### config.mk
export PLATFORM = sky130hd
export DESIGN_NAME = exec_unit_mc
export DESIGN_NICKNAME = d
export VERILOG_FILES = /design/src/rtl/core_pkg.sv /design/src/rtl/exec_unit_mc_muldiv_iter.sv /design/src/rtl/exec_unit_mc.sv
export SDC_FILE = /design/constraint.sdc
export NUM_CORES = 1
export LEC_CHECK = 0
export BUFFER_PORTS_ARGS = -buffer_cell sky130_fd_sc_hd__buf_4
export CAP_MARGIN = 25
export CORE_UTILIZATION = 30
export CTS_CLUSTER_SIZE = 16
export DETAILED_ROUTE_END_ITERATION = 8
export PLACE_DENSITY = 0.51
export SYNTH_ARGS = -nofsm -noshare
export SYNTH_HDL_FRONTEND = slang
export SYNTH_SLANG_ARGS = --single-unit
export TNS_END_PERCENT = 20
### constraint.sdc
create_clock -name clk -period 2.05 [get_ports clk]
set_clock_uncertainty 0.2 [all_clocks]
set_input_delay 0.41 -clock clk [delete_from_list [all_inputs] [get_ports clk]]
set_output_delay 0.41 -clock clk [all_outputs]
set_load 0.01 [all_outputs]
### src/rtl/core_pkg.sv
// Shared execute-stage definitions: operation encodings, FSM states, default width.
package core_pkg;

  localparam int XLEN_DEFAULT = 32;
  localparam int FUN_W        = 5;

  localparam logic [FUN_W-1:0] ALU_X      = 5'd0;
  localparam logic [FUN_W-1:0] ALU_ADD    = 5'd1;
  localparam logic [FUN_W-1:0] ALU_SUB    = 5'd2;
  localparam logic [FUN_W-1:0] ALU_AND    = 5'd3;
  localparam logic [FUN_W-1:0] ALU_OR     = 5'd4;
  localparam logic [FUN_W-1:0] ALU_XOR    = 5'd5;
  localparam logic [FUN_W-1:0] ALU_SLL    = 5'd6;
  localparam logic [FUN_W-1:0] ALU_SRL    = 5'd7;
  localparam logic [FUN_W-1:0] ALU_SRA    = 5'd8;
  localparam logic [FUN_W-1:0] ALU_SLT    = 5'd9;
  localparam logic [FUN_W-1:0] ALU_SLTU   = 5'd10;
  localparam logic [FUN_W-1:0] BR_BEQ     = 5'd11;
  localparam logic [FUN_W-1:0] BR_BNE     = 5'd12;
  localparam logic [FUN_W-1:0] BR_BLT     = 5'd13;
  localparam logic [FUN_W-1:0] BR_BGE     = 5'd14;
  localparam logic [FUN_W-1:0] BR_BLTU    = 5'd15;
  localparam logic [FUN_W-1:0] BR_BGEU    = 5'd16;
  localparam logic [FUN_W-1:0] ALU_JALR   = 5'd17;
  localparam logic [FUN_W-1:0] ALU_COPY1  = 5'd18;
  localparam logic [FUN_W-1:0] MUL_MUL    = 5'd19;
  localparam logic [FUN_W-1:0] MUL_MULH   = 5'd20;
  localparam logic [FUN_W-1:0] MUL_MULHSU = 5'd21;
  localparam logic [FUN_W-1:0] MUL_MULHU  = 5'd22;
  localparam logic [FUN_W-1:0] DIV_DIV    = 5'd23;
  localparam logic [FUN_W-1:0] DIV_DIVU   = 5'd24;
  localparam logic [FUN_W-1:0] DIV_REM    = 5'd25;
  localparam logic [FUN_W-1:0] DIV_REMU   = 5'd26;

  typedef enum logic [1:0] {S_IDLE, S_MUL, S_DIV, S_RESP} state_e;

  function automatic logic is_mul(input logic [FUN_W-1:0] f);
    return f inside {MUL_MUL, MUL_MULH, MUL_MULHSU, MUL_MULHU};
  endfunction

  function automatic logic is_div(input logic [FUN_W-1:0] f);
    return f inside {DIV_DIV, DIV_DIVU, DIV_REM, DIV_REMU};
  endfunction

endpackage

### src/rtl/exec_unit_mc_muldiv_iter.sv
// Iterative M-extension engine: shift-add multiply / restoring divide on magnitudes,
// one step per cycle, sign fix-up folded into the combinational result on the last step.
module muldiv_iter import core_pkg::*; #(
  parameter int XLEN   = XLEN_DEFAULT,
  parameter int CYCLES = XLEN
) (
  input  logic             clk,
  input  logic             rst_n,
  input  logic             start_i,
  input  logic [FUN_W-1:0] fun_i,
  input  logic [XLEN-1:0]  a_i,
  input  logic [XLEN-1:0]  b_i,
  input  logic             en_i,
  output logic             done_o,
  output logic [XLEN-1:0]  result_o
);
  localparam int CW = $clog2(CYCLES);

  logic [FUN_W-1:0] fun_q;
  logic [XLEN-1:0]  a_q, hi_q, lo_q, dv_q, hi_d, lo_d;
  logic             neg_q, rneg_q, bzero_q;
  logic [CW-1:0]    cnt_q;

  logic             a_neg, b_neg;
  logic [XLEN-1:0]  a_abs, b_abs;
  assign a_neg = a_i[XLEN-1] && (fun_i inside {MUL_MULH, MUL_MULHSU, DIV_DIV, DIV_REM});
  assign b_neg = b_i[XLEN-1] && (fun_i inside {MUL_MULH, DIV_DIV, DIV_REM});
  assign a_abs = a_neg ? -a_i : a_i;
  assign b_abs = b_neg ? -b_i : b_i;

  // mul: {hi,lo} is the product shifting in from the top; div: hi=remainder, lo=quotient
  logic [XLEN:0] sum, rs, diff;
  always_comb begin
    sum  = {1'b0, hi_q} + (lo_q[0] ? {1'b0, dv_q} : '0);
    rs   = {hi_q, lo_q[XLEN-1]};
    diff = rs - {1'b0, dv_q};
    if (is_div(fun_q)) begin
      hi_d = diff[XLEN] ? rs[XLEN-1:0] : diff[XLEN-1:0];
      lo_d = {lo_q[XLEN-2:0], ~diff[XLEN]};
    end else begin
      hi_d = sum[XLEN:1];
      lo_d = {sum[0], lo_q[XLEN-1:1]};
    end
  end

  logic [2*XLEN-1:0] prod;
  logic [XLEN-1:0]   quo, rem;
  always_comb begin
    prod = neg_q ? -{hi_d, lo_d} : {hi_d, lo_d};
    quo  = bzero_q ? '1  : (neg_q  ? -lo_d : lo_d);
    rem  = bzero_q ? a_q : (rneg_q ? -hi_d : hi_d);
    case (fun_q)
      MUL_MUL:           result_o = prod[XLEN-1:0];
      DIV_DIV, DIV_DIVU: result_o = quo;
      DIV_REM, DIV_REMU: result_o = rem;
      default:           result_o = prod[2*XLEN-1:XLEN];
    endcase
  end

  assign done_o = en_i && (cnt_q == CW'(CYCLES-1));

  always_ff @(posedge clk or negedge rst_n) begin
    if (!rst_n) begin
      fun_q <= '0; a_q <= '0; hi_q <= '0; lo_q <= '0; dv_q <= '0;
      neg_q <= 1'b0; rneg_q <= 1'b0; bzero_q <= 1'b0; cnt_q <= '0;
    end else if (start_i) begin
      fun_q   <= fun_i;
      a_q     <= a_i;
      hi_q    <= '0;
      lo_q    <= is_div(fun_i) ? a_abs : b_abs;
      dv_q    <= is_div(fun_i) ? b_abs : a_abs;
      neg_q   <= a_neg ^ b_neg;
      rneg_q  <= a_neg;
      bzero_q <= is_div(fun_i) && (b_i == '0);
      cnt_q   <= '0;
    end else if (en_i) begin
      hi_q  <= hi_d;
      lo_q  <= lo_d;
      cnt_q <= cnt_q + 1'b1;
    end
  end

endmodule

### src/rtl/exec_unit_mc.sv
// Multi-cycle execute unit with valid/ready on both sides and flush.
// EXEC_MULDIV_EN adds the iterative multiply/divide engine; without it M ops return 0.
module exec_unit_mc import core_pkg::*; #(
  parameter int XLEN       = XLEN_DEFAULT,
  parameter int MUL_CYCLES = XLEN
) (
  input  logic             clk,
  input  logic             rst_n,
  input  logic             in_valid,
  output logic             in_ready,
  input  logic [FUN_W-1:0] exe_fun,
  input  logic [XLEN-1:0]  op1_data,
  input  logic [XLEN-1:0]  op2_data,
  input  logic [XLEN-1:0]  reg_pc,
  input  logic [XLEN-1:0]  imm_b_sext,
  input  logic             flush,
  output logic             out_valid,
  input  logic             out_ready,
  output logic [XLEN-1:0]  alu_out,
  output logic             br_flg,
  output logic [XLEN-1:0]  br_target,
  output logic             busy
);
  localparam int SHW = $clog2(XLEN);

  if (MUL_CYCLES != XLEN) begin : g_cfg_err
    $error("MUL_CYCLES must equal XLEN");
  end

  state_e          state_q, state_d;
  logic [XLEN-1:0] alu_q, alu_d, tgt_q, tgt_d, alu_c, sum, md_res;
  logic            br_q, br_d, br_c, accept, md_done;
  logic [SHW-1:0]  shamt;

  assign in_ready  = !flush && (state_q == S_IDLE || (state_q == S_RESP && out_ready));
  assign accept    = in_valid && in_ready;
  assign out_valid = (state_q == S_RESP);
  assign alu_out   = alu_q;
  assign br_flg    = br_q;
  assign br_target = tgt_q;

  assign shamt = op2_data[SHW-1:0];
  assign sum   = op1_data + op2_data;

  always_comb begin
    alu_c = '0;
    br_c  = 1'b0;
    case (exe_fun)
      ALU_ADD:   alu_c = sum;
      ALU_SUB:   alu_c = op1_data - op2_data;
      ALU_AND:   alu_c = op1_data & op2_data;
      ALU_OR:    alu_c = op1_data | op2_data;
      ALU_XOR:   alu_c = op1_data ^ op2_data;
      ALU_SLL:   alu_c = op1_data << shamt;
      ALU_SRL:   alu_c = op1_data >> shamt;
      ALU_SRA:   alu_c = $signed(op1_data) >>> shamt;
      ALU_SLT:   alu_c = {{(XLEN-1){1'b0}}, $signed(op1_data) < $signed(op2_data)};
      ALU_SLTU:  alu_c = {{(XLEN-1){1'b0}}, op1_data < op2_data};
      ALU_JALR:  alu_c = {sum[XLEN-1:1], 1'b0};
      ALU_COPY1: alu_c = op1_data;
      BR_BEQ:    br_c  = (op1_data == op2_data);
      BR_BNE:    br_c  = (op1_data != op2_data);
      BR_BLT:    br_c  = $signed(op1_data) <  $signed(op2_data);
      BR_BGE:    br_c  = $signed(op1_data) >= $signed(op2_data);
      BR_BLTU:   br_c  = op1_data <  op2_data;
      BR_BGEU:   br_c  = op1_data >= op2_data;
      default: ;
    endcase
  end

`ifdef EXEC_MULDIV_EN
  assign busy = (state_q == S_MUL) || (state_q == S_DIV);

  muldiv_iter #(.XLEN(XLEN), .CYCLES(MUL_CYCLES)) u_muldiv (
    .clk      (clk),
    .rst_n    (rst_n),
    .start_i  (accept && (is_mul(exe_fun) || is_div(exe_fun))),
    .fun_i    (exe_fun),
    .a_i      (op1_data),
    .b_i      (op2_data),
    .en_i     (busy),
    .done_o   (md_done),
    .result_o (md_res)
  );
`else
  assign busy    = 1'b0;
  assign md_done = 1'b0;
  assign md_res  = '0;
`endif

  always_comb begin
    state_d = state_q;
    alu_d   = alu_q;
    br_d    = br_q;
    tgt_d   = tgt_q;
    if (flush) begin
      state_d = S_IDLE;
    end else begin
      case (state_q)
        S_IDLE, S_RESP: begin
          if (accept) begin
            alu_d   = alu_c;
            br_d    = br_c;
            tgt_d   = reg_pc + imm_b_sext;
            state_d = S_RESP;
`ifdef EXEC_MULDIV_EN
            if (is_mul(exe_fun))      state_d = S_MUL;
            else if (is_div(exe_fun)) state_d = S_DIV;
`endif
          end else if (state_q == S_RESP && out_ready) begin
            state_d = S_IDLE;
          end
        end
        S_MUL, S_DIV: begin
          if (md_done) begin
            alu_d   = md_res;
            state_d = S_RESP;
          end
        end
        default: state_d = S_IDLE;
      endcase
    end
  end

  always_ff @(posedge clk or negedge rst_n) begin
    if (!rst_n) begin
      state_q <= S_IDLE;
      alu_q   <= '0;
      br_q    <= 1'b0;
      tgt_q   <= '0;
    end else begin
      state_q <= state_d;
      alu_q   <= alu_d;
      br_q    <= br_d;
      tgt_q   <= tgt_d;
    end
  end

endmodule

==> metrics.md <==
| Metric | Value |
|---|---|
| Final setup fails | `53` |
| Tightest Pin Transition | `695 ps` |
| Drt pass-1 iters | `5` |
| Die Wd | `210 um` |
| Pins over their slew limit | `0` |
| Clk sinks | `66` |
| Port bufs | `204` |
| Largest delay contributor family on the critical path | `multiplexers` |
| Die area | `44,100 um2` |
| Crit path max fanout | `27` |
| Final HPWL DP | `55.2 mm` |
| Yosys top cell by area | `dfrtp_1` |
| Critical path startpoint category | `input port` |
| Class of the tightest hold or removal check | `input port to register` |
| CTS tree | `yes` |
| Drt drc | `0` |
| Per-cell routed wire length | `22.4 um` |
| Synthesis Warnings | `0` |
| Starting Density | `30.7%` |
| Max Cap Viol | `0` |
| CTS root buffer | `clkbuf_16` |
| Register area share after synthesis | `12.7%` |
| CTS Buf Count | `9` |
| RSZ-0062 raised after global routing | `yes` |
| Area fraction of the dominant cell type after synthesis | `12.7%` |
| VDD IR max | `403 uV` |
| GPL Wtd Cong | `1.01` |
| Main synth FF type | `dfrtp_1` |
| Run status | `finished, violations left` |
| Avg Synthesized Cell Area | `7.48 um2` |
| Worst Path Buf+Inv | `5` |
| Total grt overflow | `0` |
| CTS Buffer Depth | `2` |
| H-tree levels | `3` |
| Post-route ant nets | `0` |
| Post-route cell area | `21,100 um2` |
| Clock-pin slew on the worst setup and hold paths | `70 ps` |
| Slowest CP cell | `mux4_2` |
| PD cells | `431 nW/um2` |
| Chip height | `210 um` |
| First-pass GRT wire length | `100 mm` |
| Hold Fails Final Rpt | `0` |
| DR vias | `17,058` |
| Post-synth ARST share | `100%` |
| Setup CP Type | `input port to register` |
| Peak Freq | `0.334 GHz` |
| Final period util | `146%` |
| I/O pins | `206` |
| Failing checks | `setup timing` |
| Layout Nets | `2,720` |
| Final worst setup slack | `-943 ps` |
| Distinct cells, synth | `77` |
| Core area | `42,300 um2` |
| Largest cells by area after synthesis | `dfrtp_1, ha_1, mux4_2` |
| Initial antenna violation count | `3` |
| Kind of end point of the critical path | `register` |
| Req. time, crit path | `2060 ps` |
| Vias in the first global route | `16,523` |
| # rows | `75` |
| Mapped Nets | `2,005` |
| Drt total wl | `67.8 mm` |
| Starting DRC count in detailed routing | `1,624` |
| Vias per std cell | `5.62` |
| GRT Total Usage | `30.0%` |
| Share of layout cells above drive strength 1 | `44.9%` |
| Cell with the most instances after synthesis | `nand2_1` |
| Largest net degree at the start of global routing | `64` |
| Final core utilization | `49.9%` |
| FF+latch count, synth | `66` |
| Commonest cells in the netlist | `nand2_1, nor2_1, a21oi_1` |
| Area after DPL | `19,500 um2` |
| Tmin final | `2990 ps` |
| Mapped Area | `13,000 um2` |
| Area growth from synthesis to layout | `62.4%` |
| Number of synthesized flops with an enable pin | `0` |
| Syn Inst Count | `1,736` |
| CP cell instances | `buf_8 > buf_8 > bufbuf_16 > mux4_2 > buf_4 > mux4_2 > mux2i_1 > o21ai_0 > buf_4 > a21oi_1 > o221ai_1` |
| Diodes inserted | `0` |
| Max incr delay on CP | `560 ps` |
| Pleak | `9.88 nW` |
| Slew HR | `53.2%` |
| Total design power | `9.08 mW` |
| Worst skew pair latency | `350 ps` |
| Worst EP arrival | `3000 ps` |
[worst paths after layout]
path,start,endpoint,slack (ps),cells past startpoint
worst max-delay path,op2_data[0],alu_out[28],-940,11
min in group asynchronous,rst_n,br_target[16],250,2
max in group asynchronous,rst_n,br_flg,830,3
worst max register to register,state_q[0],alu_out[25],-370,9
worst min register to register,br_target[2],br_target[2],280,2
worst min-delay path,flush,state_q[0],30,2
[logic make-up (layout without fill, tap and decap cells)]
logic type      count (synthesis)  after routing  synth area share, %
buf+inv                       236            956                 7.49
mux                            99             99                 13.7
compound gates                629            629                 32.0
other cells                     1              1               0.0289
simple gates                  539            539                 18.9
xor+xnor                       35             35                 2.36
flops                          66             66                 12.7
fa+ha+maj                     131            131                 12.8
[per-stage QoR]
step / TNS [ps] / setup slack, ps / hold slack [ps] / cells
floorplan: -44620 / -1320 / -85.6 / 1736
global placement: -70330 / -1640 / 81.5 / 2989
detailed placement: -70700 / -1630 / 79.5 / 2989
CTS: -36100 / -986 / 4.05 / 3021
global route: -38440 / -1020 / 17.0 / 3033
finish: -32550 / -943 / 27.2 / 3033
[layout by cell type (no fill, tap or decap), types with 32 or more instances in the layout]
master     n
a21o_1    34
a21oi_1  117
nand2_1  175
dfrtp_1   66
o21ai_0   92
nand3_1   32
ha_1     114
o21ai_1   38
buf_4    796
nor2_1   166
inv_1     93
mux4_2    55
[registers in the layout, indices dropped and copies added, names as in the netlist]
register and flops:
state_q 1, br_flg 1, alu_out 32, br_target 32
[metal layers]
| metal | track usage [%] | up-vias | routed length, um |
|---|---|---|---|
| li1 | - | 7918 | - |
| met1 | 42.2 | 8281 | 30300 |
| met2 | 45.8 | 746 | 29500 |
| met3 | 6.00 | 111 | 5950 |
| met4 | 9.79 | 2 | 2080 |
| met5 | 0 | - | 19 |
[power by group]
group / internal [mW] / switching, mW / total (mW)
clock: 1.10 / 0.647 / 1.75
combinational: 2.78 / 2.90 / 5.68
sequential: 1.52 / 0.141 / 1.66
[final cells by class]
type | instances | area [um2]
Inverter | 106 | 415
Clock buffer | 10 | 239
Multi-Input combinational cell | 1434 | 11400
Timing Repair Buffer | 834 | 6620
Sequential cell | 66 | 1650
Tap cell | 577 | 722
Clock inverter | 6 | 88.8
Fill cell | 4196 | 21200
[repair_timing]
action | in CTS | in global routing
hold buffers | 1 | 0
pin swaps | 59 | 54
setup endpoints to repair | 56 | 59
setup buffers | 13 | 13
resized for setup | 144 | 114
endpoints found under the hold margin | 19 | 0
gates cloned | 2 | 0
No activity file was read; power rests on OpenSTA's default activity.
